[config.mk]
export PLATFORM = sky130hd
export DESIGN_NAME = reload_sequencer
export DESIGN_NICKNAME = d
export VERILOG_FILES = /design/src/rtl/reload_seq_pkg.sv /design/src/rtl/reload_fifo.sv /design/src/rtl/reload_sequencer.sv
export SDC_FILE = /design/constraint.sdc
export NUM_CORES = 1
export LEC_CHECK = 0
export CAP_MARGIN = 20
export CORE_ASPECT_RATIO = 0.5
export CORE_MARGIN = 5
export CORE_UTILIZATION = 50
export CTS_CLUSTER_SIZE = 25
export DETAILED_ROUTE_END_ITERATION = 8
export PLACE_DENSITY = 0.89
export SETUP_SLACK_MARGIN = 0.02
export SLEW_MARGIN = 15
export SYNTH_ARGS = -nofsm -noshare
export SYNTH_HDL_FRONTEND = slang
export SYNTH_HIERARCHICAL = 1
export SYNTH_SLANG_ARGS = --single-unit
[constraint.sdc]
create_clock -name clk -period 3.7 [get_ports clk]
set_clock_uncertainty 0.05 [all_clocks]
set_input_delay 0.74 -clock clk [delete_from_list [all_inputs] [get_ports clk]]
set_output_delay 0.74 -clock clk [all_outputs]
set_load 0.05 [all_outputs]
[src/rtl/reload_seq_pkg.sv]
// Shared definitions for the reload sequencer and its companion 4-bit counter:
// FSM encodings and default count/queue geometry.
package reload_seq_pkg;

   localparam int RS_WIDTH = 4;
   localparam int RS_DEPTH = 4;

   typedef enum logic [1:0] {
      S_IDLE     = 2'd0,
      S_ARMED    = 2'd1,
      S_COOLDOWN = 2'd2
   } rs_state_t;

   // Level counter must hold 0..depth inclusive.
   function automatic int lvl_width(input int depth);
      return $clog2(depth) + 1;
   endfunction

endpackage

[src/rtl/reload_fifo.sv]
// Small synchronous FIFO of reload values; the head entry is always presented
// so the sequencer can drive it onto the load-value bus without a read cycle.
module reload_fifo
   import reload_seq_pkg::*;
#(
   parameter int WIDTH = RS_WIDTH,
   parameter int DEPTH = RS_DEPTH,
   parameter int LVL_W = 3
) (
   input  logic             clk,
   input  logic             reset,
   input  logic             i_push,
   input  logic [WIDTH-1:0] i_data,
   input  logic             i_pop,
   output logic [WIDTH-1:0] o_head,
   output logic             o_full,
   output logic             o_empty,
   output logic [LVL_W-1:0] o_level
);

   localparam int PTR_W = $clog2(DEPTH);

   logic [WIDTH-1:0] r_mem [DEPTH];
   logic [PTR_W-1:0] r_wr_ptr;
   logic [PTR_W-1:0] r_rd_ptr;
   logic [LVL_W-1:0] r_level;
   logic             w_push;
   logic             w_pop;

   assign o_full  = (r_level == LVL_W'(DEPTH));
   assign o_empty = (r_level == '0);
   assign o_level = r_level;
   assign o_head  = r_mem[r_rd_ptr];

   // Requests are qualified here so the level can never over- or under-flow.
   assign w_push = i_push && !o_full;
   assign w_pop  = i_pop && !o_empty;

   always_ff @(posedge clk) begin
      if (w_push) begin
         r_mem[r_wr_ptr] <= i_data;
      end
   end

   always_ff @(posedge clk or posedge reset) begin
      if (reset) begin
         r_wr_ptr <= '0;
         r_rd_ptr <= '0;
         r_level  <= '0;
      end else begin
         if (w_push) begin
            r_wr_ptr <= r_wr_ptr + 1'b1;
         end
         if (w_pop) begin
            r_rd_ptr <= r_rd_ptr + 1'b1;
         end
         case ({w_push, w_pop})
            2'b10:   r_level <= r_level + 1'b1;
            2'b01:   r_level <= r_level - 1'b1;
            default: r_level <= r_level;
         endcase
      end
   end

endmodule

[src/rtl/reload_sequencer.sv]
// Feeds queued reload values to the counter: when the live count hits the
// terminal value, a one-cycle load strobe carries the next queued value.
module reload_sequencer
   import reload_seq_pkg::*;
#(
   parameter int WIDTH = RS_WIDTH,
   parameter int DEPTH = RS_DEPTH,
   parameter int LVL_W = 3
) (
   input  logic             clk,
   input  logic             reset,
   input  logic             push_valid_i,
   input  logic [WIDTH-1:0] push_data_i,
   output logic             push_ready_o,
   input  logic             enable_i,
   input  logic [WIDTH-1:0] term_val_i,
   input  logic [WIDTH-1:0] count_i,
   output logic             load_o,
   output logic [WIDTH-1:0] load_val_o,
   output logic             busy_o,
   output logic [LVL_W-1:0] fifo_level_o,
   output logic             underrun_o
);

   rs_state_t        r_state;
   rs_state_t        w_state_next;
   logic             r_underrun;
   logic [WIDTH-1:0] w_head;
   logic             w_full;
   logic             w_empty;
   logic             w_hit;
   logic             w_fire;

   reload_fifo #(
      .WIDTH (WIDTH),
      .DEPTH (DEPTH),
      .LVL_W (LVL_W)
   ) u_fifo (
      .clk     (clk),
      .reset   (reset),
      .i_push  (push_valid_i),
      .i_data  (push_data_i),
      .i_pop   (w_fire),
      .o_head  (w_head),
      .o_full  (w_full),
      .o_empty (w_empty),
      .o_level (fifo_level_o)
   );

   assign w_hit        = enable_i && (count_i == term_val_i);
   assign w_fire       = (r_state == S_ARMED) && w_hit;
   assign push_ready_o = !w_full;
   assign load_o       = w_fire;
   assign load_val_o   = (r_state == S_ARMED) ? w_head : '0;
   assign busy_o       = (r_state == S_ARMED) || (r_state == S_COOLDOWN);
   assign underrun_o   = r_underrun;

   always_comb begin
      w_state_next = r_state;
      case (r_state)
         S_IDLE: begin
            if (enable_i && !w_empty) begin
               w_state_next = S_ARMED;
            end
         end
         S_ARMED: begin
            if (!enable_i) begin
               w_state_next = S_IDLE;
            end else if (w_fire) begin
               w_state_next = S_COOLDOWN;
            end
         end
         // One masked cycle so a reload equal to the terminal value cannot refire.
         S_COOLDOWN: begin
            if (enable_i && !w_empty) begin
               w_state_next = S_ARMED;
            end else begin
               w_state_next = S_IDLE;
            end
         end
         default: w_state_next = S_IDLE;
      endcase
   end

   always_ff @(posedge clk or posedge reset) begin
      if (reset) begin
         r_state    <= S_IDLE;
         r_underrun <= 1'b0;
      end else begin
         r_state <= w_state_next;
         if (w_hit && w_empty && (r_state != S_COOLDOWN)) begin
            r_underrun <= 1'b1;
         end
      end
   end

endmodule

* Yosys cells after proc, flatten, opt, wreduce, memory -nomap -nowiden
Memory sizes are Yosys's and may differ from the RTL's. Cells that the tools add are included.
Word-level totals: bits in registers 10, RAM bits 16, output and inout port bits 11, word-level logic and storage cells 42, memories 1
Memories:
- u_fifo.r_mem | words 4, width 4, read ports 1, clocked after memory_dff 0, wr ports 1, line reload_fifo.sv:23 | logic [WIDTH-1:0] r_mem [DEPTH];
Operators by class: add/sub/neg operators 4, equal/unequal tests 9, multiplexer cells 9, reductions and logical operators 14
Operators by type and width (number):
- 1-bit logical AND | 7
- 2-bit 2-to-1 mux | 3
- 2-bit case mux with 3 select lines | 1
- 3-bit case mux with 2 select lines | 1
- 2-bit by 1-bit adder with 2-bit output, second input constant | 2
- 2-bit by 1-bit == test with 1-bit output, second input constant | 2
- 2-bit == test, second input constant | 2
- 4-bit == test | 1
- 4-bit 2-to-1 mux | 1
- 2-bit inequality test, second input constant | 2
- 3-bit by 1-bit adder with 3-bit output, second input constant | 1
- 3-bit == test, second input constant | 1
- 3-bit logical NOT | 1
- 1-bit 2-to-1 mux | 3
- 3-bit by 2-bit inequality test with 1-bit output, second input constant | 1
- 3-bit by 1-bit subtractor with 3-bit output, second input constant | 1
- 1-bit logical NOT | 2
- 2-bit logical NOT | 1
- 2-bit AND reduction | 1
- 2-bit nonzero test | 1
- 1-bit logical OR | 1

* Depth between registers and ports, before layout
depth in word-level cells 6, gate-level depth with buffers 11, depth with buffers taken out 11

* By module
Netlist, hierarchy kept.
Modules (own cells, without submodules):
- reload_fifo | times used 1, cells an instance 59, area each 1021.0 µm², seq. area each 655.6 µm²
- reload_sequencer | times used 1, cells an instance 34, area each 292.8 µm², seq. area each 75.1 µm²

* Worst setup path after synthesis
OpenSTA, ideal clock, no wires.
path type input to register, from input term_val_i[2], to register u_fifo.r_level[2], in the netlist u_fifo/o_level[2], library setup time 0.082 ns, data arrival time 3.015 ns, data required time 3.568 ns, path slack 0.552 ns, cell stages on the path 10, buffers on the path 0, path through xnor2_1 nand4_1 nor2_1 o31a_2 ha_1 inv_1 fa_1 xor2_1 nor2_1 xor2_1
Between the ends: cells in the longest elaborated chain, start to end 6, elaborated cells between the ends (all ways) 8
Ends and longest elaborated chain:
- start, declared | line reload_sequencer.sv:16 | input logic [WIDTH-1:0] term_val_i,
- 4-bit == test (*) | line reload_sequencer.sv:50 | assign w_hit = enable_i && (count_i == term_val_i);
- 1-bit logical AND (*) | line reload_sequencer.sv:50
- 1-bit logical AND (*) | line reload_sequencer.sv:51 | assign w_fire = (r_state == S_ARMED) && w_hit;
- named net load_o | line reload_sequencer.sv:18 | output logic load_o,
- 1-bit logical AND (*) | line reload_fifo.sv:37 | assign w_pop = i_pop && !o_empty;
- named net u_fifo.w_pop | line reload_fifo.sv:28 | logic w_pop;
- 2-bit by 1-bit == test with 1-bit output or 2-bit == test (tied branches) | line reload_fifo.sv:57 | case ({w_push, w_pop})
- 3-bit case mux with 2 select lines or 2-bit nonzero test (tied branches)
- end signal, assigned | line reload_fifo.sv:58 | 2'b10: r_level <= r_level + 1'b1;
- end signal, assigned | line reload_fifo.sv:59 | 2'b01: r_level <= r_level - 1'b1;
- end signal, assigned | line reload_fifo.sv:60 | default: r_level <= r_level;
- end, declared | line reload_fifo.sv:26 | logic [LVL_W-1:0] r_level;
The timed path passes the listed nets; every way through them passes the cells marked *. A chain may end at the register's enable or synchronous reset.

* Worst setup path after layout
from input term_val_i[3], to output load_o
Between the ends: cells in the longest elaborated chain, start to end 3
Ends and longest elaborated chain (line):
- 4-bit == test | reload_sequencer.sv:50
- 1-bit logical AND | reload_sequencer.sv:50
- 1-bit logical AND | reload_sequencer.sv:51
- end, declared | reload_sequencer.sv:18
No other way between the ends.

==> summary.md <==
| Metric | Value |
|---|---|
| CP arrival | 2.55 ns |
| Post-CTS Setup Bufs | 0 |
| Sequential area share after synthesis | 0.556 |
| Core area | 2550 µm² |
| Cells along the critical path | clkdlybuf4s50_1, xnor2_1, nand4_1, nor2_1, clkdlybuf4s50_1 |
| Cell Area, Synth | 1310 µm² |
| Setup crit start kind | primary input |
| Clock sinks | 26 |
| LEAKAGE | 0.665 nW |
| Die height | 46.2 µm |
| Synth unique cells | 28 |
| Number of port buffers | 26 |
| Resized Gates After CTS | 0 |
| Nets | 149 |
| Fillers | 192 |
| Largest net degree at the start of global routing | 15 |
| Congestion Overflow GR | 0 |
| Number of cell rows | 13 |
| Final setup TNS | 0 ns |
| Floorplan die width | 82.5 µm |
| CTS H-tree lvls | 1 |
| Root buf cell | clkbuf_8 |
| Skew-Pair Late Insertion Delay | 0.26 ns |
| Final hold violation count | 0 |
| Avg WL per Cell | 14.1 µm |
| RSZ-0062 raised after global routing | false |
| Starting Density | 0.514 |
| Max Cap Viol | 0 |
| Top delay family on crit path | buffers and inverters |
| Global-route wire length before repair | 3.64 mm |
| Hpwl dp | 1.84 mm |
| Area grow syn2layout | 26.4% |
| Via count | 752 |
| Crit. End Element | output pin |
| Clock-pin slew on the worst setup and hold paths | 0.08 ns |
| GRT Util Overall | 0.133 |
| Max-slew violation count | 0 |
| Rel. slew slack | 0.653 |
| Vias in the first global route | 773 |
| Tcrit/Tclk final | 0.902 |
| Final period demand of the worst path | 3.34 ns |
| Max Clock Freq | 300 MHz |
| Clock buffer count from CTS | 3 |
| DIE AREA | 3810 µm² |
| Initial DRC Count | 65 |
| CTS tree | yes |
| Initial antenna violation count | 0 |
| Power Density | 744 nW/µm² |
| Gpl congestion | 0.690 |
| Worst Hold Class | reg2reg |
| Mean Syn Cell Area | 14.1 µm² |
| Kind of critical path | in2out |
| Clock Path Buffers | 2 |
| Pre-Repair DR Iteration Count | 4 |
| Area of the multi-input gates | 533 µm² |
| Met1 Resource Use GR | 0.170 |
| Vias per cell | 4.73 |
| Grt met2 use | 0.231 |
| Max FO, Critical Path | 3 |
| Worst VDD drop | 0.302 mV |
| Status | completed |
| Setup violations, final | 0 |
| Syn_nets | 119 |
| Yosys synthesis warning count | 6 |
| Mapped Cells | 93 |
| Global routing's busiest layer | met2 |
| CP required | 2.91 ns |
| Worst-margin pin slew | 0.520 ns |
| CTS Hold Buffers Added | 0 |
| Drt total wl | 2.24 mm |
| CP max stage delay | 0.85 ns |
| Fraction of layout cells with a size suffix above 1 | 0.131 |
| Post-synthesis register bit count | 26 |
| DRC | 0 |
| Final ANT Viol Nets | 0 |
| I/O Pins | 27 |
| # diodes | 0 |
| Grt met3 use | 0.0293 |
| Register area | 731 µm² |
| Top cell by count, worst path | clkdlybuf4s50_1 |
| Hold WS | 0.421 ns |
| Slowest cell on crit path | clkdlybuf4s50_1 |
| Bufs and invs on worst path | 2 |
-- kinds of logic after synthesis --
| family | share of synthesized area |
|---|---|
| compound gates | 0.0429 |
| buf+inv | 0.0381 |
| mux | 0.0876 |
| fa+ha+maj | 0.101 |
| xor+xnor | 0.0667 |
| flops | 0.556 |
| simple gates | 0.108 |
-- Yosys cell counts, drive strengths merged --
cell | number | area, µm²
o21ai | 2 | 13.8
buf | 1 | 5.00
nor3b | 1 | 18.8
o2bb2ai | 1 | 8.76
inv | 12 | 45.0
a22o | 1 | 8.76
nand4 | 1 | 6.26
a41o | 1 | 10.0
nor2 | 4 | 15.0
nand2b | 1 | 6.26
xnor2 | 7 | 61.3
dfrtp | 10 | 250
nor2b | 1 | 13.8
nor3 | 1 | 5.00
xor2 | 3 | 26.3
edfxtp | 16 | 480
and4 | 1 | 11.3
mux2i | 1 | 10.0
mux4 | 4 | 90.1
o31a | 1 | 10.0
mux2 | 1 | 15.0
a21oi | 1 | 5.00
nand2 | 3 | 11.3
ha | 9 | 113
fa | 1 | 20.0
and2 | 8 | 53.8
-- metrics by stage --
stage | instances | cell area [µm²] | utilization | total power [W] | worst slack [ns]
after floorplan | 93 | 1310 | - | 0.000908 | 0.552
after global placement | 155 | 1620 | 0.633 | 0.00107 | 0.400
after detailed placement | 155 | 1620 | 0.633 | 0.00109 | 0.350
after CTS | 159 | 1660 | 0.650 | 0.00125 | 0.342
after global routing | 159 | 1660 | 0.650 | 0.00132 | 0.260
final | 159 | 1660 | 0.650 | 0.00124 | 0.364
-- worst reg2reg max path, delay by kind of cell (launching register included) --
family	cells	cell delay, ns
simple gates	3	0.47
flops	1	0.42
xor+xnor	2	0.29
buf+inv	2	0.15
compound gates	1	0.23
fa+ha+maj	3	0.82
-- layer usage --
layer	wire length, µm	part of all wire	up-vias
met1	1020	0.46	359
met2	1140	0.51	10
li1	-	-	381
met5	0	0	-
met3	61	0.027	2
met4	19	0.0085	0
-- report_power, final --
part	leakage (nW)	switching [W]	total (W)	internal (W)
logic	0.371	0.000344	0.000601	0.000257
registers	0.271	0.0000849	0.000481	0.000396
clock network	0.0231	0.0000795	0.000154	0.0000741
total	0.665	0.000509	0.00124	0.000727
-- registers in the layout, summed over array words and instances (netlist names) --
signal           flops
u_fifo/r_wr_ptr      2
underrun_o           1
r_state              2
u_fifo/r_rd_ptr      2
u_fifo/o_level       3
u_fifo/r_mem        16
-- layout make-up --
cell class	count	area share
Clock inverter	1	0.00226
Timing Repair Buffer	26	0.157
Clock buffer	3	0.0249
Sequential cell	26	0.440
Tap cell	37	0.0279
Inverter	12	0.0271
Multi-Input combinational cell	54	0.321
-- final timing paths --
check / start / end / slack, ns / cells after the start
setup / recovery: term_val_i[3] / load_o / 0.36 / 5
hold / removal: underrun_o / underrun_o / 0.42 / 1
setup reg to reg: r_state[1] / u_fifo/o_level[2] / 1.21 / 11
hold reg to reg: underrun_o / underrun_o / 0.42 / 1
max in group asynchronous: reset / u_fifo/r_rd_ptr[1] / 2.71 / 2
min in group asynchronous: reset / r_state[0] / 0.62 / 2
-- placed cells by master, fill, tap and decap left out, types with 3 or more instances in the layout --
| cell type | n |
|---|---|
| dfrtp_1 | 10 |
| edfxtp_1 | 16 |
| clkdlybuf4s50_1 | 26 |
| mux4_2 | 4 |
| xnor2_1 | 7 |
| nor2_1 | 4 |
| and2_2 | 3 |
| clkbuf_8 | 3 |
| ha_1 | 9 |
| and2_1 | 5 |
| xor2_1 | 3 |
| nand2_1 | 3 |
| inv_1 | 12 |
Power figures use the tool's default switching activity.
